**src/rtl/tinyalu_pkg.sv**
```systemverilog
// -----------------------------------------------------------------------------
// tinyalu_pkg
// Shared definitions for the TinyALU responder.
//   operation_t      command encoding on the 'op' bus. rst_op is used by the
//                    testbench to request a reset; the core never decodes it
//                    and treats 3'b111 as an illegal op.
//   tinyalu_state_t  FSM state type of tinyalu_core.
//   RESULT_W         width of the result bus.
// Helper functions classify op codes and compute the single-cycle results.
// -----------------------------------------------------------------------------
package tinyalu_pkg;

    localparam int OPERAND_W = 8;
    localparam int RESULT_W  = 16;

    typedef enum logic [2:0] {
        no_op  = 3'b000,
        add_op = 3'b001,
        and_op = 3'b010,
        xor_op = 3'b011,
        mul_op = 3'b100,
        rst_op = 3'b111
    } operation_t;

    typedef enum logic [1:0] {
        IDLE     = 2'd0,
        SINGLE   = 2'd1,
        MUL      = 2'd2,
        WAIT_LOW = 2'd3
    } tinyalu_state_t;

    // add/and/xor complete one edge after they are accepted
    function automatic logic is_single_op(input logic [2:0] code);
        return (code == 3'b001) || (code == 3'b010) || (code == 3'b011);
    endfunction

    function automatic logic is_mul_op(input logic [2:0] code);
        return (code == 3'b100);
    endfunction

    // codes 101..111 have no operation assigned
    function automatic logic is_illegal_op(input logic [2:0] code);
        return code[2] && (code[1:0] != 2'b00);
    endfunction

    // add keeps its carry in bit 8; logic ops are zero-extended
    function automatic logic [RESULT_W-1:0] single_result(
        input logic [2:0]           code,
        input logic [OPERAND_W-1:0] a,
        input logic [OPERAND_W-1:0] b
    );
        logic [RESULT_W-1:0] r;
        r = '0;
        case (code)
            3'b001:  r = {7'b0, ({1'b0, a} + {1'b0, b})};
            3'b010:  r = {8'b0, (a & b)};
            3'b011:  r = {8'b0, (a ^ b)};
            default: r = '0;
        endcase
        return r;
    endfunction

endpackage

```
**src/rtl/tinyalu_mult_pipe.sv**
```systemverilog
// -----------------------------------------------------------------------------
// tinyalu_mult_pipe
// STAGES-deep registered unsigned 8x8 multiplier with a travelling valid bit.
// The product is formed into stage 0 on the edge valid_in is sampled and
// shifted one stage per edge; valid_out is high while the last stage holds a
// product that entered with valid_in=1. Reset flushes every stage.
// Ports:
//   clk        in   1   clock, posedge
//   reset      in   1   asynchronous, active-high flush
//   valid_in   in   1   operands a/b are to be multiplied this edge
//   a, b       in   8   unsigned operands
//   valid_out  out  1   product on 'product' is valid
//   product    out  16  last-stage product
// -----------------------------------------------------------------------------
module tinyalu_mult_pipe
    import tinyalu_pkg::*;
#(
    parameter int STAGES = 3
) (
    input  logic                 clk,
    input  logic                 reset,
    input  logic                 valid_in,
    input  logic [OPERAND_W-1:0] a,
    input  logic [OPERAND_W-1:0] b,
    output logic                 valid_out,
    output logic [RESULT_W-1:0]  product
);

    logic [RESULT_W-1:0] prod_q [STAGES];
    logic [STAGES-1:0]   vld_q;

    always_ff @(posedge clk or posedge reset) begin
        if (reset) begin
            vld_q <= '0;
            for (int i = 0; i < STAGES; i++) begin
                prod_q[i] <= '0;
            end
        end else begin
            vld_q[0]  <= valid_in;
            prod_q[0] <= {8'b0, a} * {8'b0, b};
            for (int i = 1; i < STAGES; i++) begin
                vld_q[i]  <= vld_q[i-1];
                prod_q[i] <= prod_q[i-1];
            end
        end
    end

    assign valid_out = vld_q[STAGES-1];
    assign product   = prod_q[STAGES-1];

endmodule

```
**src/rtl/tinyalu_core.sv**
```systemverilog
// -----------------------------------------------------------------------------
// tinyalu_core
// Responder side of the TinyALU start/done command protocol.
//
// Handshake: the requester raises start with A/B/op stable and holds it until
// it sees done. The core accepts on the first IDLE edge with start=1 and a
// real op, answers with a single-cycle registered done pulse and the value on
// result, then ignores start until it has been seen low, so a late drop never
// re-executes. Dropping start before done does not abort the operation.
//
// Optional feature: define TINYALU_ERR_EN to add the 'err' output, which
// pulses once per start assertion that carries an illegal op (101..111).
//
// Ports:
//   clk     in   1   clock, posedge
//   reset   in   1   asynchronous, active-high
//   A, B    in   8   unsigned operands
//   op      in   3   operation code (see operation_t)
//   start   in   1   request
//   done    out  1   one-cycle pulse, result valid
//   result  out  16  last completed answer
//   err     out  1   (TINYALU_ERR_EN only) illegal-op pulse
//   state   out  2   current FSM state, for observation
// -----------------------------------------------------------------------------
module tinyalu_core
    import tinyalu_pkg::*;
#(
    parameter int MUL_LATENCY = 3
) (
    input  logic                 clk,
    input  logic                 reset,
    input  logic [OPERAND_W-1:0] A,
    input  logic [OPERAND_W-1:0] B,
    input  logic [2:0]           op,
    input  logic                 start,
    output logic                 done,
    output logic [RESULT_W-1:0]  result,
`ifdef TINYALU_ERR_EN
    output logic                 err,
`endif
    output tinyalu_state_t       state
);

    tinyalu_state_t       state_q, state_d;
    logic                 accept_single, accept_mul;
    logic                 done_d;
    logic [RESULT_W-1:0]  result_d;
    logic [OPERAND_W-1:0] a_q, b_q;
    logic [2:0]           op_q;
    logic                 mul_valid;
    logic [RESULT_W-1:0]  mul_product;

    // The pipe captures A/B on the accept edge; its last stage is valid one
    // edge before done, so the result register completes MUL_LATENCY edges.
    tinyalu_mult_pipe #(
        .STAGES (MUL_LATENCY)
    ) u_mult_pipe (
        .clk       (clk),
        .reset     (reset),
        .valid_in  (accept_mul),
        .a         (A),
        .b         (B),
        .valid_out (mul_valid),
        .product   (mul_product)
    );

    always_comb begin
        state_d       = state_q;
        done_d        = 1'b0;
        result_d      = result;
        accept_single = 1'b0;
        accept_mul    = 1'b0;
        case (state_q)
            IDLE: begin
                if (start) begin
                    if (is_single_op(op)) begin
                        accept_single = 1'b1;
                        state_d       = SINGLE;
                    end else if (is_mul_op(op)) begin
                        accept_mul = 1'b1;
                        state_d    = MUL;
                    end
                end
            end
            SINGLE: begin
                done_d   = 1'b1;
                result_d = single_result(op_q, a_q, b_q);
                // requester already gone: no need to wait for start low
                state_d  = start ? WAIT_LOW : IDLE;
            end
            MUL: begin
                if (mul_valid) begin
                    done_d   = 1'b1;
                    result_d = mul_product;
                    state_d  = start ? WAIT_LOW : IDLE;
                end
            end
            WAIT_LOW: begin
                if (!start) begin
                    state_d = IDLE;
                end
            end
            default: state_d = IDLE;
        endcase
    end

    always_ff @(posedge clk or posedge reset) begin
        if (reset) begin
            state_q <= IDLE;
            done    <= 1'b0;
            result  <= '0;
            a_q     <= '0;
            b_q     <= '0;
            op_q    <= '0;
        end else begin
            state_q <= state_d;
            done    <= done_d;
            result  <= result_d;
            if (accept_single) begin
                a_q  <= A;
                b_q  <= B;
                op_q <= op;
            end
        end
    end

    assign state = state_q;

`ifdef TINYALU_ERR_EN
    // armed until an illegal request is flagged; re-armed once start is low
    logic err_armed;

    always_ff @(posedge clk or posedge reset) begin
        if (reset) begin
            err       <= 1'b0;
            err_armed <= 1'b1;
        end else begin
            err <= 1'b0;
            if (!start) begin
                err_armed <= 1'b1;
            end
            if ((state_q == IDLE) && start && is_illegal_op(op) && err_armed) begin
                err       <= 1'b1;
                err_armed <= 1'b0;
            end
        end
    end
`endif

endmodule

```
**config.mk**
```make
export PLATFORM = sky130hd
export DESIGN_NAME = tinyalu_core
export DESIGN_NICKNAME = d
export VERILOG_FILES = /design/src/rtl/tinyalu_pkg.sv /design/src/rtl/tinyalu_mult_pipe.sv /design/src/rtl/tinyalu_core.sv
export SDC_FILE = /design/constraint.sdc
export NUM_CORES = 1
export LEC_CHECK = 0
export BUFFER_PORTS_ARGS = -buffer_cell sky130_fd_sc_hd__buf_2
export CORE_MARGIN = 2
export CORE_UTILIZATION = 50
export DETAILED_ROUTE_END_ITERATION = 16
export PLACE_DENSITY = 0.64
export SYNTH_ARGS = -nofsm -noshare
export SYNTH_HDL_FRONTEND = slang
export SYNTH_SLANG_ARGS = --single-unit
```
**constraint.sdc**
```tcl
create_clock -name clk -period 3.3 [get_ports clk]
set_input_delay 0.165 -clock clk [delete_from_list [all_inputs] [get_ports clk]]
set_output_delay 0.165 -clock clk [all_outputs]
set_load 0.01 [all_outputs]
```
==> results of run 1 <==
-- cell type report --
class | instances | share of cell area, %
clock buffers | 11 | 3.51
clock inverters | 5 | 0.543
inverters | 52 | 2.84
multi-input cells | 366 | 49.6
flip-flops and latches | 89 | 32.2
well taps | 140 | 2.54
repair buffers | 85 | 8.77
-- cells in the mapped netlist (all sizes together) (7+ instances only) --
| master | number |
|---|---|
| a21oi | 19 |
| a22o | 9 |
| and2 | 53 |
| buf | 7 |
| dfrtp | 89 |
| fa | 37 |
| ha | 48 |
| inv | 52 |
| mux2 | 32 |
| nand2 | 24 |
| nand2b | 7 |
| nor2 | 29 |
| nor2b | 8 |
| o21ai | 16 |
| xnor2 | 9 |
-- critical path, delay by kind of cell --
family / cells / cell delay (ps)
adder cells (fa/ha/maj): 5 / 2150
XOR/XNOR: 1 / 140
AO/OA/AOI/OAI: 3 / 450
AND/OR/NAND/NOR: 2 / 390
buffers and inverters: 3 / 210
-- power by group --
| group | internal [mW] | leakage [nW] | switching (mW) |
|---|---|---|---|
| sequential | 1.53 | 1.10 | 0.274 |
| combinational | 1.42 | 2.11 | 1.48 |
| clock | 0.535 | 0.133 | 0.418 |
-- metal layers --
metal	routed length, um	vias up	global-route usage, %
met1	5320	1989	27.4
met3	415	12	3.77
li1	-	1922	-
met5	0	-	0
met4	189	0	5.92
met2	6050	84	34.6
-- kinds of logic after synthesis --
| group | synth area share (%) |
|---|---|
| adders and majority gates | 23.5 |
| buffers and inverters | 4.46 |
| DFF | 39.1 |
| and+or+nand+nor | 15.0 |
| AOI/OAI and AO/OA | 9.40 |
| muxes | 7.03 |
| xor gates and xnor gates | 1.54 |
-- timing repair --
action	in CTS	in global routing
pin swaps	4	23
resized for setup	0	52
hold buffers	1	0
buffers inserted	0	2
endpoints found under the hold margin	30	0
endpoints found under the setup margin	3	7
-- sequential cells by signal, summed over array words and instances (netlist names) --
| register | count |
|---|---|
| u_mult_pipe.vld_q | 3 |
| op_q | 3 |
| done | 1 |
| state | 2 |
| u_mult_pipe.prod_q | 32 |
| a_q | 8 |
| u_mult_pipe.product | 16 |
| result | 16 |
| b_q | 8 |
-- through the flow --
step | util (%) | instance area, um^2 | hold WS, ps
after detailed placement | 58.7 | 6450 | 227
after floorplan | - | 5820 | 294
after global placement | 58.7 | 6450 | 218
final | 62.9 | 6910 | 76.4
after CTS | 61.4 | 6740 | 63.8
after global routing | 62.9 | 6910 | 74.4
-- how the worst min path moves through the flow --
stage,cells past startpoint,end,slack (ps)
3_3_place_gp,2,u_mult_pipe.prod_q[31],220
6_report,2,op_q[0],80
3_5_place_dp,2,u_mult_pipe.product[13],230
4_1_cts,2,op_q[1],60
5_1_grt,2,op_q[0],70
2_1_floorplan,1,u_mult_pipe.prod_q[32],290
==> reports/metrics.yaml, run 1 <==
worstPathArrival_ps: 3500
hold_viol: 0
pre_cts_ws_ps: -374
synth_edf_count: 0
firstDrtPassIters: 4
worstSetupPathType: "in -> reg"
placed_cells: 729
drv_cap: 0
antenna_cells: 0
die_w_um: 111
die_y_um: 111
nNetsFinal: 710
root_buffer: "clkbuf_16"
insertion_delay_ps: 340
crit_path_start_kind: "primary input"
pwr_density_cell_nw_per_um2: 820
ys_seq_area_share_pct: 39.1
io_buffers: 40
seq_area_um2: 2230
grt_max_degree: 33
syn_nets: 627
max_freq_mhz: 305
path_cells: "buf_8 > and2_4 > fa_2 > fa_1 > inv_1 > fa_1 > fa_1 > inv_2 > ha_4 > a211oi_4 > a211oi_2 > nor3_2 > a21oi_2 > xor2_1"
antenna_left: 0
syn_to_final_growth_pct: 21.2
endpoint: "u_mult_pipe.prod_q[45]"
yosysWarnings: 0
cp.required_ps: 3520
layout_commonest_cell: "dfrtp_1"
fin_skew_ps: 4.71
synth.largest_area_cell: "dfrtp_1"
vias: 4007
startpoint: "B[4]"
fin_crit_sh_pct: 99.3
die-area_um2: 12300
cts_max_path_buffers: 2
htree_levels: 3
fin_cells: 748
critPathSlowestCell: "fa_1"
drc: 0
worstReg2RegStart: "state[0]"
layout-drive-gt1-share_pct: 29.6
async_reset_ff_share_pct: 100
place.gp.congestion: 0.879
cp-end-kind: "flop"
clkTransAtPathRegs_ps: 60
ys_types: 49
cts_made_buffers: 9
syn_area_um2: 5700
setup_viol: 0
outcome: "complete, no violations"
slew_viol_final: 0
min_from: "op[0]"
avgRoutedWirePerCell_um: 16.0
synth.top_cell.area_share_pct: 39.1
rows: 38
max-vdd-ir-drop_uv: 521
cp_max_fo: 8
relSlewSlack_pct: 34.7
synth_seq_cells: 89
rrSetupSlack_ps: 840
rsz0062_at_grt: "yes"
r2r_cells: 6
clock-sinks: 89
drt_iter0_markers: 270
grt_pass1_vias: 4126
hold_class: "in -> reg"
grt_pass1_wl_um: 20400
fill_cells: 891
ioPinCount: 41
finalPower_mw: 5.66
cts_tree: "built"
synth_area_leaders: "dfrtp_1 (39%), fa_1 (13%), ha_1 (11%)"
synth_cells: 520
wl_um: 12000
slowest_delay_ps: 540
worst_pin_slew_ps: 980
final_cell_mix: "dfrtp_1 (89), inv_1 (47), buf_4 (47)"
setup_ws_ps: 23.8
routed_via_density: 5.36
grt-ovfl-total: 0
hpwl_um: 9270
postSynthAreaPerCell_um2: 11.0
grtUsageTotal_pct: 20.6
ys.flop_type: "dfrtp_1"
coreArea_um2: 11000
multiInputGateArea_um2: 3420
initial_core_util_pct: 51.9
fin_tns_setup_ps: 0
path_common_cell: "fa_1"
period_needed_ps: 3280
grt_antenna_before_repair: 0
p_leak_nw: 3.34
r2r-end: "result[7]"
Power figures use the tool's default switching activity.
==> inputs of run 2 (changes only) <==
Settings changed: ABC_AREA set to 1.
==> reports/metrics.yaml, run 2 <==
rsz0062_at_grt: "yes"
syn_to_final_growth_pct: 18.8
synth_common_cells: "nand2_1 (186), inv_1 (126), dfrtp_1 (89), ha_1 (48), fa_1 (37)"
antenna_cells: 0
htree_levels: 3
root_buffer: "clkbuf_16"
die-area_um2: 12100
coreArea_um2: 10900
synth_most_common_cell: "nand2_1"
final_util_pct: 61.3
finalPower_mw: 5.59
routed_via_density: 4.82
max_freq_mhz: 315
outcome: "complete, no violations"
layout-drive-gt1-share_pct: 20.1
grtUsageTotal_pct: 20.8
largest_reg_flops: 32
period_needed_ps: 3170
fin_cells: 858
worst_pin_slew_ps: 731
final_cell_mix: "nand2_1 (180), inv_1 (120), dfrtp_1 (89)"
regMostFlops: "u_mult_pipe.prod_q"
place.gp.congestion: 0.862
clkTransAtPathRegs_ps: 60
synth_edf_count: 0
drt_iter0_markers: 197
grt-ovfl-total: 0
cp.required_ps: 3510
grt_pass1_wl_um: 19500
io_buffers: 40
cp-end-kind: "flop"
hold_class: "in -> reg"
r2r-end: "result[3]"
hpwl_um: 8790
wl_um: 11100
drv_cap: 0
r2r_cells: 7
fin_crit_sh_pct: 96.1
avgRoutedWirePerCell_um: 12.9
pre_cts_ws_ps: -277
min_to: "op_q[1]"
clock-sinks: 89
cts_made_buffers: 9
dpl_cell_area_um2: 6320
synth_seq_cells: 89
fin_skew_ps: 8.89
async_reset_ff_share_pct: 100
synth.largest_area_cell: "dfrtp_1"
grt_max_degree: 41
initial_core_util_pct: 51.6
firstDrtPassIters: 4
postSynthAreaPerCell_um2: 8.80
relSlewSlack_pct: 51.3
rows: 38
holdWs_ps: 88.4
synth_cells: 641
yosysWarnings: 0
syn_area_um2: 5640
hold_viol: 0
vias: 4134
worstSetupPathType: "in -> reg"
drc: 0
pwr_density_cell_nw_per_um2: 834
stdcell_area_um2: 6700
cp_max_fo: 7
antenna_left: 0
grt_antenna_before_repair: 0
slew_viol_final: 0
p_leak_nw: 3.85
crit_path_start_kind: "primary input"
fin_tns_setup_ps: 0
ys_types: 37
syn_nets: 748
cts_tree: "built"
die_y_um: 110
worstPathArrival_ps: 3380
max-vdd-ir-drop_uv: 482
ioPinCount: 41
nNetsFinal: 820
setup_ws_ps: 128
placed_cells: 840
synth_area_leaders: "dfrtp_1 (39%), fa_1 (13%), nand2_1 (12%)"
min_from: "op[1]"
hold_depth: 3
layout_commonest_cell: "nand2_1"
grt_pass1_vias: 4381
cts_max_path_buffers: 2
worstReg2RegStart: "state[0]"
insertion_delay_ps: 330
ys_seq_area_share_pct: 39.5
rrSetupSlack_ps: 1120
synth.top_cell.area_share_pct: 39.5
fill_cells: 951
die_w_um: 110
setup_viol: 0
ys.flop_type: "dfrtp_1"
## run 2: per-layer routing
layer	GRT usage (%)	vias to the layer above	share of wire, %
li1	-	2083	-
met1	25.7	1982	45
met2	37.2	55	51
met3	3.06	14	2.1
met4	7.14	0	2.1
met5	0	-	0
## run 2: worst max-delay path: stages
cell	delay, ps
clkbuf_4	160
nand2_1	70
inv_1	60
fa_2	380
fa_1	480
inv_1	50
fa_1	500
fa_1	530
inv_2	50
ha_4	220
a21oi_2	180
o21ai_2	100
a21oi_2	190
o21ai_1	100
xor2_1	140
## run 2: area by class of cell
cell class	instances	area, um^2	area share (%)
clock buffer	10	229	3.42
clock inverter	6	75.1	1.12
inverter	129	490	7.32
multi-input combinational	400	2950	44.0
sequential	89	2230	33.2
tap	140	175	2.61
timing repair buffer	84	556	8.29
## run 2: how the worst max path moves through the flow
stage | start | end | depth (start not counted)
after floorplan | B[5] | u_mult_pipe.prod_q[45] | 15
after global routing | B[2] | u_mult_pipe.prod_q[45] | 15
after global placement | B[3] | u_mult_pipe.prod_q[44] | 14
after detailed placement | B[4] | u_mult_pipe.prod_q[45] | 15
final | A[3] | u_mult_pipe.prod_q[47] | 15
after CTS | B[4] | u_mult_pipe.prod_q[45] | 15
## run 2: cell families (layout without fill, tap and decap cells)
group | Yosys count | in the layout | share of synthesized area (%)
xor+xnor | 13 | 13 | 2.02
flops | 89 | 89 | 39.5
buf+inv | 152 | 229 | 10.8
simple gates | 243 | 243 | 17.6
fa+ha+maj | 85 | 85 | 23.8
compound gates | 59 | 59 | 6.37
## run 2: power breakdown
group,leakage [nW],switching (mW),internal [mW]
sequential,1.09,0.204,1.55
clock,0.145,0.419,0.597
combinational,2.61,1.59,1.22
total,3.85,2.22,3.37
## run 2: what timing repair did
action                     CTS  global route
setup endpoints to repair    0             5
hold buffers                 1             0
setup buffers                0             1
hold endpoints to repair    38             0
gates resized for setup      0            23
==> inputs of run 3 (changes only) <==
Settings changed: SYNTH_HIERARCHICAL set to 1.
==> reports/metrics.yaml, run 3 <==
insertion_delay_ps: 340
relSlewSlack_pct: 33.5
slew_viol_final: 0
wl_um: 11400
multiInputGateArea_um2: 3060
max-vdd-ir-drop_uv: 300
ys.flop_type: "dfrtp_1"
drt_iter0_markers: 286
routed_via_density: 4.83
pwr_density_cell_nw_per_um2: 833
antenna_cells: 0
seq_area_um2: 2230
io_buffers: 40
die-area_um2: 12900
ioPinCount: 41
synth_seq_cells: 89
drv_cap: 0
cp-end-kind: "flop"
place.gp.congestion: 0.862
rrSetupSlack_ps: 1030
setup_viol: 0
p_leak_nw: 4.00
outcome: "complete, no violations"
grtUsageTotal_pct: 19.8
worst_pin_slew_ps: 995
clkTransAtPathRegs_ps: 70
cts_made_buffers: 9
largest_reg_flops: 32
async_reset_ff_share_pct: 100
initial_core_util_pct: 50.6
fin_skew_ps: 11.1
cts_max_path_buffers: 2
postSynthAreaPerCell_um2: 8.31
grt_pass1_wl_um: 20400
synth_edf_count: 0
grt_antenna_before_repair: 0
cp.required_ps: 3530
synth_cells: 723
seq_power_share_pct: 30.4
min_to: "u_mult_pipe/vld_q[0]"
cts_tree: "built"
pwr-share-comb_pct: 51.4
grt_pass1_vias: 4553
critPathSlowestCell: "fa_1"
worstReg2RegStart: "state[0]"
hold_class: "in -> reg"
cp_max_fo: 7
worstPathArrival_ps: 3400
synth_area_leaders: "dfrtp_1 (37%), nand2_1 (14%), fa_1 (12%)"
vias: 4453
regMostFlops: "u_mult_pipe/prod_q"
rows: 40
ys_types: 37
hold_depth: 3
root_buffer: "clkbuf_16"
nNetsFinal: 877
finalPower_mw: 5.67
clkPwrFrac_pct: 18.2
layout-drive-gt1-share_pct: 17.5
synth.top_cell.area_share_pct: 37.1
syn_nets: 830
grt-ovfl-total: 0
crit_path_start_kind: "primary input"
synth_common_cells: "nand2_1 (223), inv_1 (146), dfrtp_1 (89), ha_1 (48), fa_1 (37)"
yosysWarnings: 6
avgRoutedWirePerCell_um: 12.4
die_w_um: 114
synth_most_common_cell: "nand2_1"
period_needed_ps: 3170
max_freq_mhz: 316
worstSetupPathType: "in -> reg"
coreArea_um2: 11900
crit_buf_inv: 4
min_from: "op[2]"
cpLargestDelayFamily: "adder cells"
final_util_pct: 57.4
p_int_mw: 3.32
path_cells: "buf_2 > nand2_1 > fa_1 > fa_1 > inv_1 > fa_1 > inv_1 > fa_1 > inv_2 > ha_4 > nand2_1 > nand2_1 > nand2_1 > nand2_1 > nand2_1 > nand4_1 > nand2_1"
syn_to_final_growth_pct: 13.4
die_y_um: 114
hpwl_um: 9110
synth.largest_area_cell: "dfrtp_1"
final_cell_mix: "nand2_1 (215), inv_1 (142), dfrtp_1 (89)"
p_switching_mw: 2.35
r2r_cells: 7
layout_commonest_cell: "nand2_1"
r2r-end: "result[8]"
fin_crit_sh_pct: 96.0
grt_max_degree: 52
htree_levels: 3
path_common_cell: "nand2_1"
antenna_left: 0
drc: 0
switching_share_pct: 41.4
clock-sinks: 89
ys_seq_area_share_pct: 37.1
syn_area_um2: 6010
firstDrtPassIters: 6
rsz0062_at_grt: "no"
holdWs_ps: 83.3
fill_cells: 1085
slowest_delay_ps: 550
hold_viol: 0
[run 3: changes by cell type after synthesis, sizes merged, moves of 7 or more]
| cell | delta |
|---|---|
| buf | +16 |
| nand2 | +42 |
| nand3 | +8 |
| nor2 | +8 |
| a21oi | -7 |
| inv | +22 |
[run 3: tightest hold or removal path: cells and delay by family]
kind / cells / cell delay, ps
buffers and inverters: 1 / 100
AND/OR/NAND/NOR: 2 / 120
[run 3: layout make-up]
type	instances	share of cell area [%]
Clock buffer	10	3.36
Clock inverter	6	1.08
Inverter	151	8.36
Multi-Input combinational cell	444	44.9
Sequential cell	89	32.7
Tap cell	147	2.70
Timing Repair Buffer	75	6.87
[run 3: timing repair]
item | in CTS | in global routing
setup buffers | 0 | 0
hold buffers | 1 | 0
resized for setup | 0 | 13
endpoints found under the setup margin | 0 | 5
endpoints found under the hold margin | 38 | 0
[run 3: power by group through the flow]
stage          logic (mW)  clock network, mW  registers (mW)
2_1_floorplan        2.21                  0            1.73
3_3_place_gp         2.79                  0            1.74
3_5_place_dp         2.85                  0            1.75
4_1_cts              2.87               1.06            1.74
5_1_grt              3.34               1.11            1.77
6_report             2.91               1.03            1.73
[run 3: through the flow]
step | std cells | instance area, um^2 | setup WS (ps) | setup TNS (ps)
5_1_grt | 922 | 6810 | 3.32 | 0
2_1_floorplan | 723 | 6130 | -11.8 | -22.8
3_5_place_dp | 905 | 6460 | -200 | -1440
6_report | 922 | 6810 | 131 | 0
3_3_place_gp | 905 | 6460 | -205 | -1290
4_1_cts | 922 | 6780 | 137 | 0
[run 3: how the worst max path moves through the flow]
stage / from / to / slack (ps) / cells after the start
after floorplan: B[4] / u_mult_pipe/prod_q[46] / -10 / 19
after global placement: A[2] / u_mult_pipe/prod_q[46] / -210 / 17
after detailed placement: A[2] / u_mult_pipe/prod_q[46] / -200 / 17
after CTS: A[2] / u_mult_pipe/prod_q[46] / 140 / 17
after global routing: A[2] / u_mult_pipe/prod_q[46] / 3 / 17
final: B[6] / u_mult_pipe/prod_q[46] / 130 / 17
[run 3: cell families (layout without fill, tap and decap cells)]
kind of cell	Yosys count	after routing	synth area share, %
adder cells (fa/ha/maj)	85	85	22.3
XOR/XNOR	7	7	1.02
buffers and inverters	190	242	13.5
AO/OA/AOI/OAI	49	49	5.00
flip-flops	89	89	37.1
AND/OR/NAND/NOR	303	303	21.0
[run 3: layer usage]
layer  global-route usage [%]  share of wire, %  vias to the layer above
li1                         -                 -                     2243
met1                     25.0                44                     2113
met2                     34.0                51                       72
met3                     3.19               2.7                       25
met4                     8.62               3.1                        0
met5                        0                 0                        -
